--- config.mk ---
export PLATFORM = sky130hd
export DESIGN_NAME = alu_operand_seq
export DESIGN_NICKNAME = d
export VERILOG_FILES = /design/src/rtl/alu_operand_seq.sv
export SDC_FILE = /design/constraint.sdc
export NUM_CORES = 1
export LEC_CHECK = 0
export CORE_MARGIN = 1
export CORE_UTILIZATION = 52
export CTS_CLUSTER_SIZE = 16
export DETAILED_ROUTE_END_ITERATION = 7
export PLACE_DENSITY = 0.81
export SLEW_MARGIN = 20
export SYNTH_ARGS = -nofsm -noshare
export SYNTH_HDL_FRONTEND = slang
export SYNTH_SLANG_ARGS = --single-unit
--- constraint.sdc ---
create_clock -name clk -period 1.83 [get_ports clk]
set_input_delay 0.183 -clock clk [delete_from_list [all_inputs] [get_ports clk]]
set_output_delay 0.183 -clock clk [all_outputs]
set_load 0.05 [all_outputs]
--- src/rtl/alu_operand_seq.sv ---
// Operand sequencer: 4x16 register file and carry flag driving an external combinational ALU.
// Define ALU_OPERAND_SEQ_ZERO_FLAG_EN to add a zero-result flag output.
module alu_operand_seq #(
    parameter logic INIT_CARRY = 1'b0
) (
    input  logic        clk,
    input  logic        rst,
    input  logic        cmd_valid,
    output logic        cmd_ready,
    input  logic [2:0]  cmd_op,
    input  logic [1:0]  cmd_rd,
    input  logic [1:0]  cmd_rs1,
    input  logic [1:0]  cmd_rs2,
    input  logic        cmd_use_c,
    input  logic        ld_valid,
    input  logic [1:0]  ld_addr,
    input  logic [15:0] ld_data,
    input  logic [1:0]  rd_addr,
    output logic [15:0] rd_data,
    output logic [15:0] alu_a,
    output logic [15:0] alu_b,
    output logic        alu_cin,
    output logic [2:0]  alu_ctrl,
    input  logic [15:0] alu_result,
    input  logic        alu_cout,
    output logic        done,
    output logic        carry
`ifdef ALU_OPERAND_SEQ_ZERO_FLAG_EN
    ,
    output logic        zero
`endif
);

    typedef enum logic [1:0] {
        ST_IDLE,
        ST_EXEC,
        ST_DONE
    } state_t;

    state_t      state_q, state_d;
    logic [15:0] rf_q [4];
    logic [15:0] rf_d [4];
    logic        carry_q, carry_d;
    logic [15:0] alu_a_q, alu_a_d;
    logic [15:0] alu_b_q, alu_b_d;
    logic        alu_cin_q, alu_cin_d;
    logic [2:0]  alu_ctrl_q, alu_ctrl_d;
    logic [1:0]  rd_q, rd_d;
    logic [2:0]  op_q, op_d;
`ifdef ALU_OPERAND_SEQ_ZERO_FLAG_EN
    logic        zero_q, zero_d;
`endif

    always_comb begin
        state_d    = state_q;
        rf_d       = rf_q;
        carry_d    = carry_q;
        alu_a_d    = alu_a_q;
        alu_b_d    = alu_b_q;
        alu_cin_d  = alu_cin_q;
        alu_ctrl_d = alu_ctrl_q;
        rd_d       = rd_q;
        op_d       = op_q;
`ifdef ALU_OPERAND_SEQ_ZERO_FLAG_EN
        zero_d     = zero_q;
`endif

        if (ld_valid) begin
            rf_d[ld_addr] = ld_data;
        end

        unique case (state_q)
            ST_IDLE: begin
                // Operands come from rf_q, so a coincident load is not seen.
                if (cmd_valid) begin
                    alu_a_d    = rf_q[cmd_rs1];
                    alu_b_d    = rf_q[cmd_rs2];
                    alu_ctrl_d = cmd_op;
                    alu_cin_d  = cmd_use_c & carry_q;
                    rd_d       = cmd_rd;
                    op_d       = cmd_op;
                    state_d    = ST_EXEC;
                end
            end
            ST_EXEC: begin
                // Assigned after the load so the writeback wins on a collision.
                rf_d[rd_q] = alu_result;
                if (op_q == 3'b000 || op_q == 3'b001) begin
                    carry_d = alu_cout;
                end
`ifdef ALU_OPERAND_SEQ_ZERO_FLAG_EN
                zero_d     = (alu_result == 16'h0000);
`endif
                alu_a_d    = '0;
                alu_b_d    = '0;
                alu_cin_d  = 1'b0;
                alu_ctrl_d = '0;
                state_d    = ST_DONE;
            end
            ST_DONE: begin
                state_d = ST_IDLE;
            end
            default: begin
                state_d = ST_IDLE;
            end
        endcase
    end

    always_ff @(posedge clk) begin
        if (rst) begin
            state_q    <= ST_IDLE;
            rf_q       <= '{default: '0};
            carry_q    <= INIT_CARRY;
            alu_a_q    <= '0;
            alu_b_q    <= '0;
            alu_cin_q  <= 1'b0;
            alu_ctrl_q <= '0;
            rd_q       <= '0;
            op_q       <= '0;
`ifdef ALU_OPERAND_SEQ_ZERO_FLAG_EN
            zero_q     <= 1'b0;
`endif
        end else begin
            state_q    <= state_d;
            rf_q       <= rf_d;
            carry_q    <= carry_d;
            alu_a_q    <= alu_a_d;
            alu_b_q    <= alu_b_d;
            alu_cin_q  <= alu_cin_d;
            alu_ctrl_q <= alu_ctrl_d;
            rd_q       <= rd_d;
            op_q       <= op_d;
`ifdef ALU_OPERAND_SEQ_ZERO_FLAG_EN
            zero_q     <= zero_d;
`endif
        end
    end

    assign cmd_ready = (state_q == ST_IDLE);
    assign done      = (state_q == ST_DONE);
    assign rd_data   = rf_q[rd_addr];
    assign alu_a     = alu_a_q;
    assign alu_b     = alu_b_q;
    assign alu_cin   = alu_cin_q;
    assign alu_ctrl  = alu_ctrl_q;
    assign carry     = carry_q;
`ifdef ALU_OPERAND_SEQ_ZERO_FLAG_EN
    assign zero      = zero_q;
`endif

endmodule

==> impl_metrics.tcl, run 1 <==
set metrics [dict create \
    outcome "complete, no violations" \
    switching_share_pct 29.6 \
    h-tree-depth 3 \
    clock_path_buffers 2 \
    tritoncts "done" \
    wirelength_mm 15.4 \
    core_area_um2 10200 \
    io_pins 106 \
    path_cells "clkdlybuf4s50_1" \
    synth-main-ff-cell "dfxtp_1" \
    via_per_inst 6.37 \
    synthesis.nets 587 \
    finalNetCount 678 \
    cp_num_buf_inv 1 \
    synth_seq_area_share_pct 39.2 \
    num_vias 4884 \
    fin_ws_ns 0.0693 \
    setup_viol 0 \
    cts_resized 2 \
    start_kind "flop" \
    critical_path_class "flop to output pin" \
    dp_cells 751 \
    design_area_um2 6930 \
    timing.rr.start "rd_q[1]" \
    fin_skew_ns 0.0114 \
    antenna_found_initial 0 \
    numClockSinks 107 \
    worst-path-max-fanout 2 \
    max-slew-margin-rel_pct 44.1 \
    ys_ff_latch 107 \
    comb_power_share_pct 21.8 \
    synth_edf_count 0 \
    syn_area_per_cell_um2 10.2 \
    syn2layout_area_growth_pct 26.8 \
    gp_congestion 0.877 \
    firstDrtPassIters 5 \
    synth_top_area_share_pct 39.2 \
    vdd_drop_max_v 0.000355 \
    clock_power_share_pct 26.6 \
    grt_pass1_vias 4821 \
    synthTopCellsByArea "dfxtp_1 (39%), mux4_2 (20%), nand2_1 (8.8%), a311oi_1 (7.7%), a22o_1 (5.6%)" \
    power_density_nw_per_um2 709 \
    whs_path_depth 4 \
    routedWlPerCell_um 20.1 \
    fin_crit_sh_pct 96.2 \
    overflow 0 \
    r2r_end "rf_q[62]" \
    whs_endpoint "alu_ctrl[2]" \
    slowest_delay_ns 0.82 \
    cts_setup_buffers 0 \
    dp_slack_ns -0.0287 \
    final.fill_count 761 \
    hold_viol 0 \
    grt_max_degree 71 \
    yosysWarningCount 0 \
    cts_buffers 9 \
    diodes 0 \
    drive_above_1_share_pct 21.6 \
    holdCritPathClass "input port to flop" \
    die_h_um 104 \
    globalRouteTotalUtil_pct 28.7 \
    place_area_um2 6730 \
    final.setup.tns_ns 0 \
    drtIter0Drc 521 \
    synth.largest_area_cell "dfxtp_1" \
    fmax_mhz 568 \
    p_int_mw 3.46 \
    maxCapViolations 0 \
    cp-end-kind "output pin" \
    insertion_delay_ns 0.38 \
    die_area_um2 10900 \
    synth_cell_types 29 \
    io_buffers 105 \
    cp.arrival_ns 1.58 \
    antenna_left 0 \
    path_delay_family "buffers and inverters" \
    p_sw_mw 1.45 \
    start_util_pct 53.4 \
    cp_slowest_cell "clkdlybuf4s50_1" \
    finalPower_mw 4.91 \
    drc 0 \
    p_leak_nw 2.45 \
    root_buffer "clkbuf_8" \
    dp.final_hpwl_mm 10.5 \
    grt_pass1_wl_mm 24.3 \
    ctsHoldBuffers 0 \
    async_reset_ff_share_pct 0 \
    required_ns 1.65 \
    fp-row-count 37 \
    grt_setup_unrepaired "false" \
    post-route-min-period_ns 1.76 \
    syn_inst 536 \
    r2r_cells 4 \
    p_seq_share_pct 51.7 \
    final_cells 767 \
    clk_pin_slew_ns 0.10 \
    tightest_slew_ns 0.839 \
    r2r_setup_slack_ns 0.19 \
    worstHoldStart "rst" \
    netlist_area_um2 5460 \
    die_w_um 104 \
    slew_violations 0 \
]
==> power by group through the flow <==
stage                     combinational (mW)  clock (mW)  sequential [mW]
final                                   1.07        1.30             2.54
after global routing                    1.12        1.40             2.55
after CTS                               1.06        1.31             2.53
after detailed placement                1.05           0             2.58
after global placement                  1.03           0             2.57
after floorplan                        0.593           0             2.63
==> kinds of logic (layout without fill, tap and decap cells) <==
group | Yosys count | after routing | share of synthesized area (%)
compound gates | 101 | 101 | 18.1
buf+inv | 59 | 154 | 5.59
simple gates | 216 | 216 | 16.4
mux | 53 | 53 | 20.7
flops | 107 | 107 | 39.2
==> metal layers <==
layer	global-route usage (%)	up-vias	part of all wire, %
li1	-	2187	-
met1	36.6	2377	40
met2	46.5	269	48
met3	4.82	51	8.8
met4	15.4	0	3.2
met5	0	-	0
==> per-stage QoR <==
stage / hold WS [ns] / utilization [%]
CTS: 0.356 / 67.7
detailed placement: 0.457 / 65.8
global route: 0.373 / 67.7
global placement: 0.449 / 65.8
floorplan: 0.316 / -
finish: 0.354 / 67.7
==> area by class of cell <==
class	count	area (um^2)	share of cell area [%]
clock buffers	11	141	2.04
clock inverters	4	27.5	0.397
multi-input cells	370	3020	43.6
flip-flops and latches	107	2140	30.9
well taps	136	170	2.46
repair buffers	139	1430	20.6
==> flip-flops by register name (all words and copies together) (netlist names) <==
register and count:
carry 1, alu_b 16, rf_q 64, op_q 2, alu_a 16, state_q 2, rd_q 2, alu_cin 1
alu_ctrl 3
==> worst max path at each step <==
stage                           from           to  slack [ns]  cells after the start
after floorplan           rd_addr[0]  rd_data[10]        0.27                      3
after global placement    rd_addr[0]  rd_data[13]      0.0001                      4
after detailed placement  rd_addr[1]  rd_data[10]       -0.03                      4
after CTS                  alu_a[13]    alu_a[13]        0.06                      1
after global routing       alu_a[13]    alu_a[13]        0.04                      1
final                      alu_a[13]    alu_a[13]        0.07                      1
==> synthesized netlist by cell type, drive strengths merged, types with 2 or more instances <==
cell type and instances:
buf 35, nor2 71, nand3b 2, dfxtp 107
mux2i 5, mux4 48, a22o 35, nand4bb 2
nor3b 3, and3b 2, clkbuf 24, a311oi 64
nand2 128
==> layout by cell type (no fill, tap or decap), drive strengths merged <==
master         synthesis  routed
a22o                  35      35
a311oi                64      64
a32o                   1       1
and2b                  1       1
and3                   1       1
and3b                  2       2
buf                   35      52
bufbuf                 0       1
clkbuf                24      11
clkdlybuf4s50          0      84
clkinv                 0       1
clkinvlp               0       3
dfxtp                107     107
dlygate4sd2            0       2
mux2i                  5       5
mux4                  48      48
nand2                128     128
nand3                  1       1
nand3b                 2       2
nand4b                 1       1
nand4bb                2       2
nor2                  71      71
nor2b                  1       1
nor3b                  3       3
nor4b                  1       1
o21ba                  1       1
or3b                   1       1
or4b                   1       1
Power figures use the tool's default switching activity.
==> run 2: changes to the inputs <==
CORE_MARGIN = 2   (was 1)
clock period = 2 ns   (was 1.83 ns; I/O delays follow)
==> impl_metrics.tcl, run 2 (synthesized netlist as in run 1, its figures left out) <==
set metrics [dict create \
    globalRouteTotalUtil_pct 28.8 \
    io_pins 106 \
    via_per_inst 6.50 \
    start_util_pct 53.1 \
    drive_above_1_share_pct 20.4 \
    setup_viol 0 \
    slowest_delay_ns 0.70 \
    cp.depth 4 \
    vdd_drop_max_v 0.000439 \
    fp-row-count 37 \
    hold_viol 0 \
    tritoncts "done" \
    clock_power_share_pct 30.5 \
    cts_resized 1 \
    wirelength_mm 16.1 \
    start_kind "input port" \
    power_density_nw_per_um2 690 \
    p_seq_share_pct 49.3 \
    cp_num_buf_inv 3 \
    outcome "complete, no violations" \
    h-tree-depth 3 \
    r2r_cells 4 \
    critical_path.most_common_cell "buf_4" \
    overflow 0 \
    path_delay_family "buffers and inverters" \
    fmax_mhz 518 \
    critical_path_class "input port to output pin" \
    required_ns 1.80 \
    syn2layout_area_growth_pct 25.4 \
    drc 0 \
    largest_reg_flops 64 \
    die_h_um 106 \
    comb_power_share_pct 20.2 \
    die_w_um 106 \
    io_buffers 105 \
    diodes 0 \
    grt_pass1_vias 4844 \
    cp.arrival_ns 1.73 \
    die_area_um2 11300 \
    final_common_cell "nand2_1" \
    num_vias 4952 \
    antenna_found_initial 0 \
    largest_register "rf_q" \
    gp_congestion 0.874 \
    insertion_delay_ns 0.37 \
    slew_violations 0 \
    clk_pin_slew_ns 0.10 \
    worst-path-max-fanout 8 \
    p_int_mw 3.37 \
    tightest_slew_ns 0.784 \
    post-route-min-period_ns 1.93 \
    routedWlPerCell_um 21.1 \
    dp.final_hpwl_mm 10.6 \
    fin_crit_sh_pct 96.5 \
    final.setup.tns_ns 0 \
    fin_skew_ns 0.0158 \
    firstDrtPassIters 5 \
    cts_buffers 9 \
    ctsHoldBuffers 0 \
    post-route-util_pct 66.6 \
    numClockSinks 107 \
    path_cells "clkdlybuf4s50_1 > buf_4 > mux4_2 > buf_4" \
    whs_path_depth 2 \
    finalNetCount 673 \
    root_buffer "clkbuf_8" \
    place_area_um2 6640 \
    p_sw_mw 1.36 \
    final_cells 762 \
    cp_slowest_cell "clkdlybuf4s50_1" \
    final_cell_mix "nand2_1 (128), dfxtp_1 (107), clkdlybuf4s50_1 (87)" \
    max-slew-margin-rel_pct 47.7 \
    cts_setup_buffers 0 \
    design_area_um2 6850 \
    dp_cells 747 \
    p_leak_nw 2.41 \
    antenna_left 0 \
    maxCapViolations 0 \
    switching_share_pct 28.7 \
    cp-end-kind "output pin" \
    drtIter0Drc 595 \
    core_area_um2 10300 \
    grt_setup_unrepaired "false" \
    grt_pass1_wl_mm 25.5 \
    holdCritPathClass "input port to flop" \
    clock_path_buffers 2 \
    grt_max_degree 65 \
]
-- run 2: cell types whose count changed in the layout (fill, tap and decap cells not counted), sizes merged --
cell           previous run  this run
buf                      52        46
clkdlybuf4s50            84        87
bufinv                    0         2
clkinvlp                  3         1
bufbuf                    1         0
dlygate4sd2               2         1
-- run 2: worst paths after layout --
kind / startpoint / endpoint / slack (ns)
max: rd_addr[1] / rd_data[13] / 0.07
min: rst / op_q[2] / 0.12
max reg2reg: state_q[0] / rf_q[54] / 0.26
min reg2reg: alu_ctrl[2] / alu_ctrl[2] / 0.48
-- run 2: layout make-up --
| type | count | area (um^2) |
|---|---|---|
| fill | 791 | 3430 |
| multi-input combinational | 370 | 3020 |
| sequential | 107 | 2140 |
| timing repair buffer | 134 | 1310 |
| tap | 136 | 170 |
| clock buffer | 11 | 131 |
| clock inverter | 4 | 76.3 |
-- run 2: stage by stage --
stage	worst slack (ns)	power (mW)	hold WS (ns)
6_report	0.0690	4.72	0.119
4_1_cts	0.0690	4.70	0.123
5_1_grt	0.00863	4.86	0.135
2_1_floorplan	0.404	2.95	0.333
3_5_place_dp	0.0843	3.32	0.453
3_3_place_gp	0.0878	3.29	0.448
-- run 2: power by group through the flow --
stage / combinational (mW) / clock, mW / sequential, mW
floorplan: 0.543 / 0 / 2.41
global placement: 0.925 / 0 / 2.36
detailed placement: 0.945 / 0 / 2.37
CTS: 0.948 / 1.43 / 2.32
global route: 1.00 / 1.52 / 2.34
finish: 0.955 / 1.44 / 2.33
-- run 2: per-layer routing --
layer  part of all wire [%]  wire length (um)  GRT usage, %  vias to the layer above
li1                       -                 -             -                     2178
met3                     10              1600          4.90                       37
met1                     41              6540          40.1                     2406
met4                    2.3               374          10.8                        0
met5                      0                 0             0                        -
met2                     47              7580          45.2                      331
==> run 3: changes to the inputs <==
SETUP_SLACK_MARGIN = 0.5   (was not set)
SKIP_CTS_REPAIR_TIMING = 1   (was not set)
==> impl_metrics.tcl, run 3 (synthesized netlist as in run 1, its figures left out) <==
set metrics [dict create \
    required_ns 1.80 \
    worst-path-max-fanout 4 \
    fin_skew_ns 0.0209 \
    start_util_pct 53.1 \
    max-slew-margin-rel_pct 43.1 \
    root_buffer "clkbuf_8" \
    grt_pass1_vias 4793 \
    r2r_cells 4 \
    fmax_mhz 616 \
    numClockSinks 107 \
    overflow 0 \
    whs_endpoint "alu_ctrl[2]" \
    final_common_cell "nand2_1" \
    whs_path_depth 3 \
    io_pins 106 \
    dp.final_hpwl_mm 10.5 \
    routedWlPerCell_um 24.2 \
    grt_setup_unrepaired "true" \
    setup_viol 0 \
    drc 0 \
    drive_above_1_share_pct 34.1 \
    clock_path_buffers 2 \
    fin_crit_sh_pct 81.1 \
    power_density_nw_per_um2 624 \
    syn2layout_area_growth_pct 36.7 \
    critical_path_class "flop to output pin" \
    final.fill_count 670 \
    globalRouteTotalUtil_pct 28.4 \
    wirelength_mm 18.9 \
    die_area_um2 11300 \
    insertion_delay_ns 0.38 \
    num_vias 5419 \
    comb_power_share_pct 23.2 \
    tritoncts "done" \
    largest_register "rf_q" \
    gp_congestion 0.850 \
    core_area_um2 10300 \
    tightest_slew_ns 0.853 \
    place_area_um2 6650 \
    h-tree-depth 3 \
    holdCritPathClass "input port to flop" \
    cp.arrival_ns 1.42 \
    die_h_um 106 \
    hold_viol 0 \
    r2r_setup_slack_ns 0.42 \
    finalPower_mw 4.66 \
    worstHoldStart "rst" \
    die_w_um 106 \
    start_kind "flop" \
    cts_buffers 9 \
    clock_power_share_pct 26.7 \
    drtIter0Drc 768 \
    grt_pass1_wl_mm 25.2 \
    firstDrtPassIters 5 \
    maxCapViolations 0 \
    finalNetCount 691 \
    final_cell_mix "nand2_1 (128), dfxtp_1 (56), nor2_1 (54)" \
    via_per_inst 6.94 \
    p_sw_mw 1.44 \
    antenna_found_initial 0 \
    outcome "complete, no violations" \
    p_seq_share_pct 50.1 \
    vdd_drop_max_v 0.000335 \
    grt_max_degree 71 \
    io_buffers 105 \
    clk_pin_slew_ns 0.10 \
    cp-end-kind "output pin" \
    switching_share_pct 30.8 \
    r2r_end "rf_q[61]" \
    antenna_left 0 \
    slew_violations 0 \
    diodes 0 \
    critPathLaunch "rf_q[15]" \
    largest_reg_flops 64 \
    post-route-min-period_ns 1.62 \
    timing.rr.start "rd_q[0]" \
    p_int_mw 3.22 \
    fp-row-count 37 \
    design_area_um2 7470 \
    p_leak_nw 3.31 \
]
-- run 3: critical path, stage by stage (launching register included) --
cell,delay (ns)
dfxtp_2,0.35
mux4_2,0.53
buf_12,0.18
-- run 3: metal layers --
metal / GRT usage (%) / vias up / wire length [um]
met5: 0 / - / 0
met3: 5.09 / 115 / 2350
met1: 37.7 / 2587 / 6760
li1: - / 2210 / -
met2: 46.3 / 507 / 8850
met4: 11.4 / 0 / 955
-- run 3: area by class of cell --
class	count	area (um^2)	share of cell area (%)
Sequential cell	107	2210	29.6
Multi-Input combinational cell	370	3140	42.1
Clock buffer	12	145	1.94
Timing Repair Buffer	152	1770	23.8
Tap cell	136	170	2.28
Clock inverter	4	26.3	0.352
-- run 3: power by group through the flow --
stage                     Clock (mW)  Sequential [mW]  Combinational [mW]
after global routing            1.31             2.34                1.12
after global placement             0             2.36               0.930
after CTS                       1.21             2.32               0.953
final                           1.24             2.33                1.08
after floorplan                    0             2.41               0.546
after detailed placement           0             2.37               0.951
-- run 3: worst max path at each step --
stage | slack [ns] | to
2_1_floorplan | 0.49 | rf_q[54]
3_3_place_gp | 0.14 | rd_data[13]
3_5_place_dp | 0.13 | rd_data[13]
4_1_cts | -0.06 | done
5_1_grt | 0.37 | rd_data[13]
6_report | 0.38 | rd_data[15]
-- run 3: per-stage QoR --
step | setup TNS [ns] | hold WS (ns) | std cells | utilization (%) | setup slack (ns)
after floorplan | 0 | 0.333 | 536 | - | 0.495
final | 0 | 0.234 | 781 | 72.7 | 0.377
after global routing | 0 | 0.238 | 781 | 72.7 | 0.366
after global placement | 0 | 0.450 | 747 | 64.7 | 0.140
after detailed placement | 0 | 0.454 | 747 | 64.7 | 0.129
after CTS | -0.0603 | 0.224 | 763 | 66.4 | -0.0603
